===== config.mk =====
export PLATFORM = sky130hd
export DESIGN_NAME = saes_iterative_core
export DESIGN_NICKNAME = d
export VERILOG_FILES = /design/src/rtl/saes_pkg.sv /design/src/rtl/KeySchedule.sv /design/src/rtl/saes_round.sv /design/src/rtl/saes_iterative_core.sv
export SDC_FILE = /design/constraint.sdc
export NUM_CORES = 1
export LEC_CHECK = 0
export CAP_MARGIN = 25
export CORE_UTILIZATION = 60
export DETAILED_ROUTE_END_ITERATION = 10
export PLACE_DENSITY = 0.82
export SYNTH_ARGS = -nofsm -noshare
export SYNTH_HDL_FRONTEND = slang
export SYNTH_SLANG_ARGS = --single-unit
export TNS_END_PERCENT = 50

===== constraint.sdc =====
create_clock -name clk -period 7.9 [get_ports clk]
set_input_delay 1.58 -clock clk [delete_from_list [all_inputs] [get_ports clk]]
set_output_delay 1.58 -clock clk [all_outputs]
set_load 0.1 [all_outputs]

===== src/rtl/saes_pkg.sv =====
// Shared types, constants and GF(2^4) / nibble helpers for the iterative S-AES core.
package saes_pkg;

    typedef enum logic [2:0] {
        IDLE = 3'd0,
        ADD0 = 3'd1,
        RND1 = 3'd2,
        RND2 = 3'd3,
        DONE = 3'd4
    } state_e;

    localparam logic MODE_ENC = 1'b0;
    localparam logic MODE_DEC = 1'b1;

    // Step selector for the shared round datapath
    localparam logic [1:0] STEP_ADD  = 2'd0;
    localparam logic [1:0] STEP_RND1 = 2'd1;
    localparam logic [1:0] STEP_RND2 = 2'd2;

    // Forward nibble substitution table
    function automatic logic [3:0] sbox_enc(input logic [3:0] n);
        logic [3:0] r;
        case (n)
            4'h0: r = 4'h9;  4'h1: r = 4'h4;  4'h2: r = 4'hA;  4'h3: r = 4'hB;
            4'h4: r = 4'hD;  4'h5: r = 4'h1;  4'h6: r = 4'h8;  4'h7: r = 4'h5;
            4'h8: r = 4'h6;  4'h9: r = 4'h2;  4'hA: r = 4'h0;  4'hB: r = 4'h3;
            4'hC: r = 4'hC;  4'hD: r = 4'hE;  4'hE: r = 4'hF;  4'hF: r = 4'h7;
            default: r = 4'h0;
        endcase
        return r;
    endfunction

    // Inverse nibble substitution table
    function automatic logic [3:0] sbox_dec(input logic [3:0] n);
        logic [3:0] r;
        case (n)
            4'h0: r = 4'hA;  4'h1: r = 4'h5;  4'h2: r = 4'h9;  4'h3: r = 4'hB;
            4'h4: r = 4'h1;  4'h5: r = 4'h7;  4'h6: r = 4'h8;  4'h7: r = 4'hF;
            4'h8: r = 4'h6;  4'h9: r = 4'h0;  4'hA: r = 4'h2;  4'hB: r = 4'h3;
            4'hC: r = 4'hC;  4'hD: r = 4'h4;  4'hE: r = 4'hD;  4'hF: r = 4'hE;
            default: r = 4'h0;
        endcase
        return r;
    endfunction

    // Byte-wide forward substitution used by the key expansion
    function automatic logic [7:0] sub_nib(input logic [7:0] w);
        return {sbox_enc(w[7:4]), sbox_enc(w[3:0])};
    endfunction

    // GF(2^4) multiply, reduction polynomial x^4+x+1
    function automatic logic [3:0] gf16_mul(input logic [3:0] a, input logic [3:0] b);
        logic [3:0] acc;
        logic [3:0] sh;
        acc = 4'h0;
        sh  = a;
        for (int i = 0; i < 4; i++) begin
            if (b[i]) acc = acc ^ sh;
            else      acc = acc;
            if (sh[3]) sh = {sh[2:0], 1'b0} ^ 4'h3;
            else       sh = {sh[2:0], 1'b0};
        end
        return acc;
    endfunction

    // Self-inverse: exchange the two bottom-row nibbles
    function automatic logic [15:0] shift_rows(input logic [15:0] s);
        return {s[15:12], s[3:0], s[7:4], s[11:8]};
    endfunction

    function automatic logic [15:0] mix_col(input logic [15:0] s);
        return {s[15:12] ^ gf16_mul(4'h4, s[11:8]), gf16_mul(4'h4, s[15:12]) ^ s[11:8],
                s[7:4]   ^ gf16_mul(4'h4, s[3:0]),  gf16_mul(4'h4, s[7:4])   ^ s[3:0]};
    endfunction

    function automatic logic [15:0] inv_mix_col(input logic [15:0] s);
        return {gf16_mul(4'h9, s[15:12]) ^ gf16_mul(4'h2, s[11:8]),
                gf16_mul(4'h2, s[15:12]) ^ gf16_mul(4'h9, s[11:8]),
                gf16_mul(4'h9, s[7:4])   ^ gf16_mul(4'h2, s[3:0]),
                gf16_mul(4'h2, s[7:4])   ^ gf16_mul(4'h9, s[3:0])};
    endfunction

endpackage


===== src/rtl/KeySchedule.sv =====
// Combinational S-AES key expansion: 16-bit key -> round keys k1, k2.
module KeySchedule
    import saes_pkg::*;
(
    input  logic [15:0] key,
    output logic [15:0] k1,
    output logic [15:0] k2
);
    logic [7:0] w2_s;
    logic [7:0] w3_s;
    logic [7:0] w4_s;
    logic [7:0] w5_s;

    // RotNib is a nibble swap, folded into the sub_nib argument
    assign w2_s = key[15:8] ^ 8'h80 ^ sub_nib({key[3:0], key[7:4]});
    assign w3_s = w2_s ^ key[7:0];
    assign w4_s = w2_s ^ 8'h30 ^ sub_nib({w3_s[3:0], w3_s[7:4]});
    assign w5_s = w4_s ^ w3_s;
    assign k1   = {w2_s, w3_s};
    assign k2   = {w4_s, w5_s};
endmodule


===== src/rtl/saes_round.sv =====
// Shared combinational round step for encrypt and decrypt.
module saes_round
    import saes_pkg::*;
(
    input  logic [15:0] s,
    input  logic [15:0] rk,
    input  logic        mode,
    input  logic [1:0]  step,
    output logic [15:0] s_next
);
    logic [15:0] dec_in_s;
    logic [15:0] enc_sub_s;
    logic [15:0] dec_sub_s;

    // Decrypt substitutes after the row shift, encrypt before it
    assign dec_in_s = shift_rows(s);

    for (genvar i = 0; i < 4; i++) begin : g_sbox
        assign enc_sub_s[4*i +: 4] = sbox_enc(s[4*i +: 4]);
        assign dec_sub_s[4*i +: 4] = sbox_dec(dec_in_s[4*i +: 4]);
    end

    // Select the transform for this step and direction
    always_comb begin
        s_next = s;
        case (step)
            STEP_ADD: s_next = s ^ rk;
            STEP_RND1: begin
                if (mode == MODE_DEC) s_next = inv_mix_col(dec_sub_s ^ rk);
                else                  s_next = mix_col(shift_rows(enc_sub_s)) ^ rk;
            end
            STEP_RND2: begin
                if (mode == MODE_DEC) s_next = dec_sub_s ^ rk;
                else                  s_next = shift_rows(enc_sub_s) ^ rk;
            end
            default: s_next = s;
        endcase
    end
endmodule


===== src/rtl/saes_iterative_core.sv =====
// Iterative S-AES engine: one job per handshake, three round steps on a shared datapath.
module saes_iterative_core
    import saes_pkg::*;
#(
    parameter int CNT_W = 16
) (
    input  logic             clk,
    input  logic             reset,
    input  logic             in_valid,
    output logic             in_ready,
    input  logic             in_mode,
    input  logic [15:0]      in_key,
    input  logic [15:0]      in_data,
    output logic             out_valid,
    input  logic             out_ready,
    output logic [15:0]      out_data,
    output logic             out_mode,
    output logic             busy,
    output logic [CNT_W-1:0] op_count
);
    state_e           state_r;
    state_e           next_state_s;
    logic [15:0]      s_r;
    logic [15:0]      key_r;
    logic             mode_r;
    logic             out_valid_r;
    logic             busy_r;
    logic [CNT_W-1:0] op_count_r;
    logic             in_ready_s;
    logic [1:0]       step_s;
    logic [15:0]      rk_s;
    logic [15:0]      k1_s;
    logic [15:0]      k2_s;
    logic [15:0]      round_out_s;
    logic             accept_s;
    logic             handoff_s;

    KeySchedule u_key_schedule (
        .key (key_r),
        .k1  (k1_s),
        .k2  (k2_s)
    );

    saes_round u_round (
        .s      (s_r),
        .rk     (rk_s),
        .mode   (mode_r),
        .step   (step_s),
        .s_next (round_out_s)
    );

    assign accept_s  = in_valid & in_ready_s;
    assign handoff_s = out_valid_r & out_ready;

    // State register
    always_ff @(posedge clk) begin
        if (reset) state_r <= IDLE;
        else       state_r <= next_state_s;
    end

    // Next-state, round-key and step selection; in_ready must react to out_ready this cycle
    always_comb begin
        next_state_s = state_r;
        in_ready_s   = 1'b0;
        step_s       = STEP_ADD;
        rk_s         = key_r;
        case (state_r)
            IDLE: begin
                in_ready_s = 1'b1;
                if (in_valid) next_state_s = ADD0;
                else          next_state_s = IDLE;
            end
            ADD0: begin
                step_s       = STEP_ADD;
                rk_s         = (mode_r == MODE_DEC) ? k2_s : key_r;
                next_state_s = RND1;
            end
            RND1: begin
                step_s       = STEP_RND1;
                rk_s         = k1_s;
                next_state_s = RND2;
            end
            RND2: begin
                step_s       = STEP_RND2;
                rk_s         = (mode_r == MODE_DEC) ? key_r : k2_s;
                next_state_s = DONE;
            end
            DONE: begin
                in_ready_s = out_ready;
                if (out_ready) next_state_s = in_valid ? ADD0 : IDLE;
                else           next_state_s = DONE;
            end
            default: next_state_s = IDLE;
        endcase
    end

    // Job capture and round-state update
    always_ff @(posedge clk) begin
        if (reset) begin
            s_r    <= 16'h0000;
            key_r  <= 16'h0000;
            mode_r <= MODE_ENC;
        end else if (accept_s) begin
            s_r    <= in_data;
            key_r  <= in_key;
            mode_r <= in_mode;
        end else if (state_r == ADD0 || state_r == RND1 || state_r == RND2) begin
            s_r <= round_out_s;
        end else begin
            s_r <= s_r;
        end
    end

    // Registered status flags derived from the upcoming state
    always_ff @(posedge clk) begin
        if (reset) begin
            out_valid_r <= 1'b0;
            busy_r      <= 1'b0;
        end else begin
            out_valid_r <= (next_state_s == DONE);
            busy_r      <= (next_state_s != IDLE);
        end
    end

    // Completed-handoff counter, wraps naturally
    always_ff @(posedge clk) begin
        if (reset)          op_count_r <= '0;
        else if (handoff_s) op_count_r <= op_count_r + CNT_W'(1);
        else                op_count_r <= op_count_r;
    end

    assign in_ready  = in_ready_s;
    assign out_valid = out_valid_r;
    assign out_data  = s_r;
    assign out_mode  = mode_r;
    assign busy      = busy_r;
    assign op_count  = op_count_r;
endmodule

==> results of run 1 <==
worst register-to-register path: stages, from the launching register on:
cell,delay [ns]
dfxtp_1,0.70
or3b_1,0.54
ha_1,0.68
inv_1,0.21
nor2_1,0.71
nor2_1,0.17
o21a_1,0.21
a211o_1,0.36
xnor2_1,0.31
xnor3_1,0.22
nand3_1,0.10
a222oi_1,0.68
nor2_1,0.21
inv_1,0.18
ha_1,0.22
inv_1,0.06
or4_1,0.50
o211a_1,0.13
area by class of cell:
class	count	area [µm²]
inverter	57	214
clock inverter	5	82.6
fill	1263	4560
multi-input combinational	921	6530
tap	184	230
sequential	94	1880
timing repair buffer	83	798
clock buffer	10	239
metrics by stage:
stage | instance area [µm²] | utilization [%] | instances | hold WS [ns]
2_1_floorplan | 8920 | - | 1141 | 0.490
3_3_place_gp | 9650 | 66.4 | 1339 | 0.496
3_5_place_dp | 9650 | 66.4 | 1339 | 0.497
4_1_cts | 9970 | 68.6 | 1354 | 0.509
5_1_grt | 9970 | 68.6 | 1354 | 0.576
6_report | 9970 | 68.6 | 1354 | 0.513
power by group through the flow:
stage	combinational [mW]	sequential, mW	clock (mW)
after floorplan	1.46	0.816	0
after global placement	1.95	0.757	0
after detailed placement	1.97	0.760	0
after CTS	1.99	0.749	0.479
after global routing	2.19	0.765	0.498
final	2.04	0.757	0.474
cells in the mapped netlist (8+ instances only):
library cell | n | area, µm²
a211o_1 | 10 | 87.6
a211oi_1 | 12 | 90.1
a21o_1 | 8 | 60.1
a21oi_1 | 84 | 420
a22oi_1 | 9 | 67.6
a31oi_1 | 13 | 81.3
and3_1 | 14 | 87.6
buf_1 | 9 | 33.8
buf_2 | 12 | 60.1
clkbuf_1 | 43 | 161
dfxtp_1 | 94 | 1880
ha_1 | 48 | 601
inv_1 | 52 | 195
mux2_2 | 12 | 135
mux2i_1 | 34 | 340
nand2_1 | 118 | 443
nand2b_1 | 21 | 131
nand3_1 | 45 | 225
nand4_1 | 8 | 50.1
nor2_1 | 98 | 368
nor2b_1 | 9 | 56.3
nor3_1 | 24 | 120
o211ai_1 | 12 | 90.1
o21a_1 | 8 | 60.1
o21ai_0 | 43 | 215
o21ai_1 | 9 | 45.0
o22ai_1 | 17 | 106
o31ai_1 | 11 | 82.6
or3_1 | 10 | 62.6
xnor2_1 | 41 | 359
xor2_1 | 34 | 298
sequential cells by signal, summed over array words and instances, names as in the netlist, named ones only:
signal	cells
busy	1
key_r	16
op_count	16
out_data	16
out_mode	1
out_valid	1
state_r	3
u_round.dec_sub_s	16
u_round.enc_sub_s	16
worst max path at each step:
stage / from / endpoint / cells past startpoint
finish: state_r[0] / u_round.dec_sub_s[13] / 17
global route: state_r[0] / u_round.dec_sub_s[13] / 17
CTS: state_r[0] / u_round.dec_sub_s[13] / 17
detailed placement: state_r[0] / u_round.dec_sub_s[13] / 17
global placement: state_r[1] / u_round.dec_sub_s[9] / 15
floorplan: out_ready / u_round.dec_sub_s[2] / 12
logic make-up (layout without fill, tap and decap cells):
group	after synthesis	after routing	synth area share (%)
AOI/OAI and AO/OA	331	331	26.1
and+or+nand+nor	399	399	22.1
xor gates and xnor gates	95	95	12.4
buffers and inverters	126	155	5.76
muxes	48	48	5.83
adders and majority gates	48	48	6.73
DFF	94	94	21.1
layer usage:
layer / up-vias / part of all wire [%] / global-route usage [%]
met5: - / 0 / 0
met1: 4257 / 42 / 49.1
met3: 81 / 11 / 8.15
met4: 0 / 3.5 / 14.9
met2: 547 / 44 / 57.6
li1: 4193 / - / -
==> metrics, run 1 <==
Resized Gates After CTS 0; NetSw between 1.5 and 2 mW; status complete, no violations; R2R cell count 17; Post-synth ARST share 0%; I/O Buffers 72; critical path class register to register; final total power 3.27 mW; total die area 15400 µm²; vias post-DR 9078; Hold Vio Cnt, Final 0; First-pass DRT Iterations 6; Die W ~120 µm; Tot GR Track Use between 30% and 40%; TritonCTS Buffers 9; hold depth 2; Combinational Power Share between 60% and 70%; most common cell after layout, fill and taps aside nand2_1; post-layout net count around 1300; ant diodes 0; fraction of final layout cells sized beyond drive strength 1 7.52%; worst reg-to-reg setup slack approximately 1.6 ns; num ports 73; Req. time, crit path a little over 8 ns; gpl congestion 1.06; Area Overhead vs Synth 11.8%; WP buf/inv 3; syn_nets around 1200; Cell Chain, Critical Path or3b_1 -> ha_1 -> inv_1 -> nor2_1 -> nor2_1 -> o21a_1 -> a211o_1 -> xnor2_1 -> xnor3_1 -> nand3_1 -> a222oi_1 -> nor2_1 -> inv_1 -> ha_1 -> inv_1 -> or4_1 -> o211a_1; crit path launch type register; total internal power 1.67 mW; Post-Syn Area 8920 µm²; Gate Count Post-Synth 1141; H-tree Lvls 3; vias in the first global route a little over 8000; clock tree buffer depth 2; CP Capture Type register; initial drt markers 1131; part of the Yosys area used for sequential elements 21.1%; r2r startpoint state_r[0]; RSZ-0062 raised after global routing false; largest net degree at the start of global routing 50; clk_lat worst skew 0.35 ns; Cell Rows 44; highest-count cells in the layout ignoring fill and taps nand2_1, nor2_1, dfxtp_1, a21oi_1, clkdlybuf4s50_1; Final Skew 0.00534 ns; Worst Hold Path EP op_count[1]; starting density of the core 61.4%; Yosys reg bits 94; Setup violations, final 0; Netlist cell types 101; data arrival time of the worst path 6.54 ns; Post-DP HPWL between 20000 and 25000 µm; final period utilization roughly four fifths; PwrDens 328 nW/µm²; Routed WL 27800 µm; CP max stage delay 0.71 ns; Final TNS setup 0 ns; initial antenna violation count 0; worst-margin pin slew 1.12 ns; first-pass GRT wire length ~43000 µm; Relative slew margins 25.1%; Residual DRC 0; Remaining Overflow, GRT 0; final-report max-slew violation count 0; TritonCTS clock tree built; core box area ~15000 µm²; Max stage delay cell, worst path nor2_1; CP top delay family simple AND/OR/NAND/NOR gates; die height roughly 120 µm; Max Freq around 0.16 GHz; Top FF cell, synth dfxtp_1; post-CTS setup repair buffer count 0; Worst Hold Class register to register; EDFF count, synth 0; Tmin final 6.29 ns; sequential share of power between 20% and 30%; CTS clock-pin slew for the worst setup and hold paths approximately 0.060 ns; setup ws final around 1.6 ns; sw frac 49.0%; Clk pwr share 14.5%; Crit Path Max Fanout 18; vias per cell 6.70; yosys warns 0; worst ir drop on vdd 0.179 mV; post-route ant nets 0; Place WS 1.88 ns; DR WL/cell 20.5 µm; leakage 3.85 nW; Avg Inst Size Synth between 7 and 8 µm²; startpoint of the worst hold path op_count[1]; hold_buf cts 0; Clock Tree Root clkbuf_16; reg2reg end u_round.dec_sub_s[13]; Max Cap Violations 0; # clock sinks 94
Power figures use the tool's default switching activity.
==> inputs of run 2 (changes only) <==
- clock period: 7.9 -> 6.6 ns (I/O delays scaled with it)
==> metrics, run 2 (synthesis results as in run 1) <==
sequential share of power 23.0%; Req. time, crit path just under 7 ns; Worst Hold Path EP op_count[1]; CP Capture Type register; reg2reg end u_round.dec_sub_s[9]; Die W between 100 and 150 µm; hold slack 0.510 ns; r2r startpoint state_r[0]; PwrDens 391 nW/µm²; startpoint of the worst hold path op_count[1]; Relative slew margins 33.0%; post-CTS setup repair buffer count 0; setup ws final ~0.84 ns; Max stage delay cell, worst path dfxtp_1; Critical Path Stages 17; worst reg-to-reg setup slack approximately 0.84 ns; Hold Vio Cnt, Final 0; num ports 73; TritonCTS clock tree built; core box area 14500 µm²; total die area approximately 15000 µm²; placed cells 1343; Setup violations, final 0; Place WS 1.05 ns; Resized Gates After CTS 0; clk_lat worst skew 0.36 ns; post-route ant nets 0; final std cell area, no fill 10000 µm²; vias per cell between 6 and 7; most common cell after layout, fill and taps aside nand2_1; final period utilization 87.2%; CP top delay family compound AO/OA/AOI/OAI gates; worst-margin pin slew 1.00 ns; initial drt markers between 1000 and 1500; data arrival time of the worst path 5.99 ns; Residual DRC 0; Remaining Overflow, GRT 0; Worst Hold Class register to register; die height 124 µm; clock tree buffer depth 2; TritonCTS Buffers 9; Clock Tree Root clkbuf_16; H-tree Lvls 3; Post-DP HPWL roughly 20000 µm; fraction of final layout cells sized beyond drive strength 1 about 8.0%; final core utilization about 69%; largest net degree at the start of global routing 49; post-layout net count 1256; # clock sinks 94; NetSw 1.91 mW; gpl congestion 1.08; Clk pwr share 14.7%; non-filler instance count after layout 1360; WP buf/inv 3; I/O Buffers 72; Tmin final 5.76 ns; starting density of the core 61.4%; # fillers between 1000 and 1500; crit path launch type register; RSZ-0062 raised after global routing false; CTS clock-pin slew for the worst setup and hold paths roughly 0.070 ns; placed cell areas a little under 10000 µm²; hold depth 2; DR WL/cell 19.9 µm; Area Overhead vs Synth 12.3%; first-pass GRT wire length 42500 µm; worst ir drop on vdd 0.231 mV; Routed WL 27100 µm; Crit Path Max Fanout 18; CP max stage delay 0.66 ns; Tot GR Track Use a little over a third; final-report max-slew violation count 0; Max Cap Violations 0; Combinational Power Share 62.3%; Cell Rows 44; hold_buf cts 0; final total power around 3.9 mW; status complete, no violations; Max Freq about 0.17 GHz; First-pass DRT Iterations 8; total internal power 2.01 mW; leakage roughly 3.9 nW; ant diodes 0; vias post-DR just over 9000; Final TNS setup 0 ns; initial antenna violation count 0; Final Skew 0.0125 ns; highest-count cells in the layout ignoring fill and taps nand2_1, nor2_1, dfxtp_1, a21oi_1, clkdlybuf4s50_1; Cell Chain, Critical Path or3b_1 -> buf_4 -> ha_1 -> nand2_1 -> and3_1 -> a221oi_1 -> mux2_2 -> a311oi_1 -> xnor3_1 -> mux2i_1 -> o2111ai_1 -> o21ai_0 -> inv_1 -> ha_1 -> inv_1 -> o41ai_1 -> or3b_1; sw frac 48.8%; critical path class register to register; R2R cell count 17; vias in the first global route 8300
## run 2: cell types whose count changed in the layout (fill, tap and decap cells not counted), sizes merged
cell / delta
buf: +5
inv: +1
## run 2: worst max-delay path by stage
stage               startpoint                    to  slack (ns)
finish              state_r[0]  u_round.dec_sub_s[9]        0.84
global route        state_r[0]  u_round.dec_sub_s[9]        0.59
CTS                 state_r[0]  u_round.dec_sub_s[9]        1.03
detailed placement  state_r[0]  u_round.dec_sub_s[9]        1.05
global placement    state_r[0]  u_round.dec_sub_s[9]        1.19
floorplan            out_ready  u_round.dec_sub_s[2]        0.61
## run 2: area by class of cell
type | instances | area, µm² | area share [%]
multi-input cells | 921 | 6530 | 65.1
clock buffers | 10 | 239 | 2.39
inverters | 57 | 214 | 2.14
repair buffers | 88 | 836 | 8.34
well taps | 184 | 230 | 2.30
clock inverters | 6 | 91.3 | 0.912
flip-flops and latches | 94 | 1880 | 18.8
## run 2: tightest hold or removal path, delay by kind of cell, from the launching register on
family / cells / cell delay, ns
compound gates: 1 / 0.05
flops: 1 / 0.34
simple gates: 1 / 0.07
## run 2: power groups by stage
stage	Sequential [mW]	Clock [mW]	Combinational, mW
6_report	0.902	0.577	2.44
2_1_floorplan	0.977	0	1.75
3_3_place_gp	0.900	0	2.33
3_5_place_dp	0.904	0	2.36
5_1_grt	0.914	0.606	2.61
4_1_cts	0.891	0.583	2.37
## run 2: per-layer routing
metal | up-vias | wire (µm) | track usage, %
met4 | 0 | 1040 | 16.4
met1 | 4248 | 11300 | 47.7
met3 | 119 | 3040 | 8.97
met5 | - | 0 | 0
met2 | 583 | 11600 | 54.8
li1 | 4211 | - | -
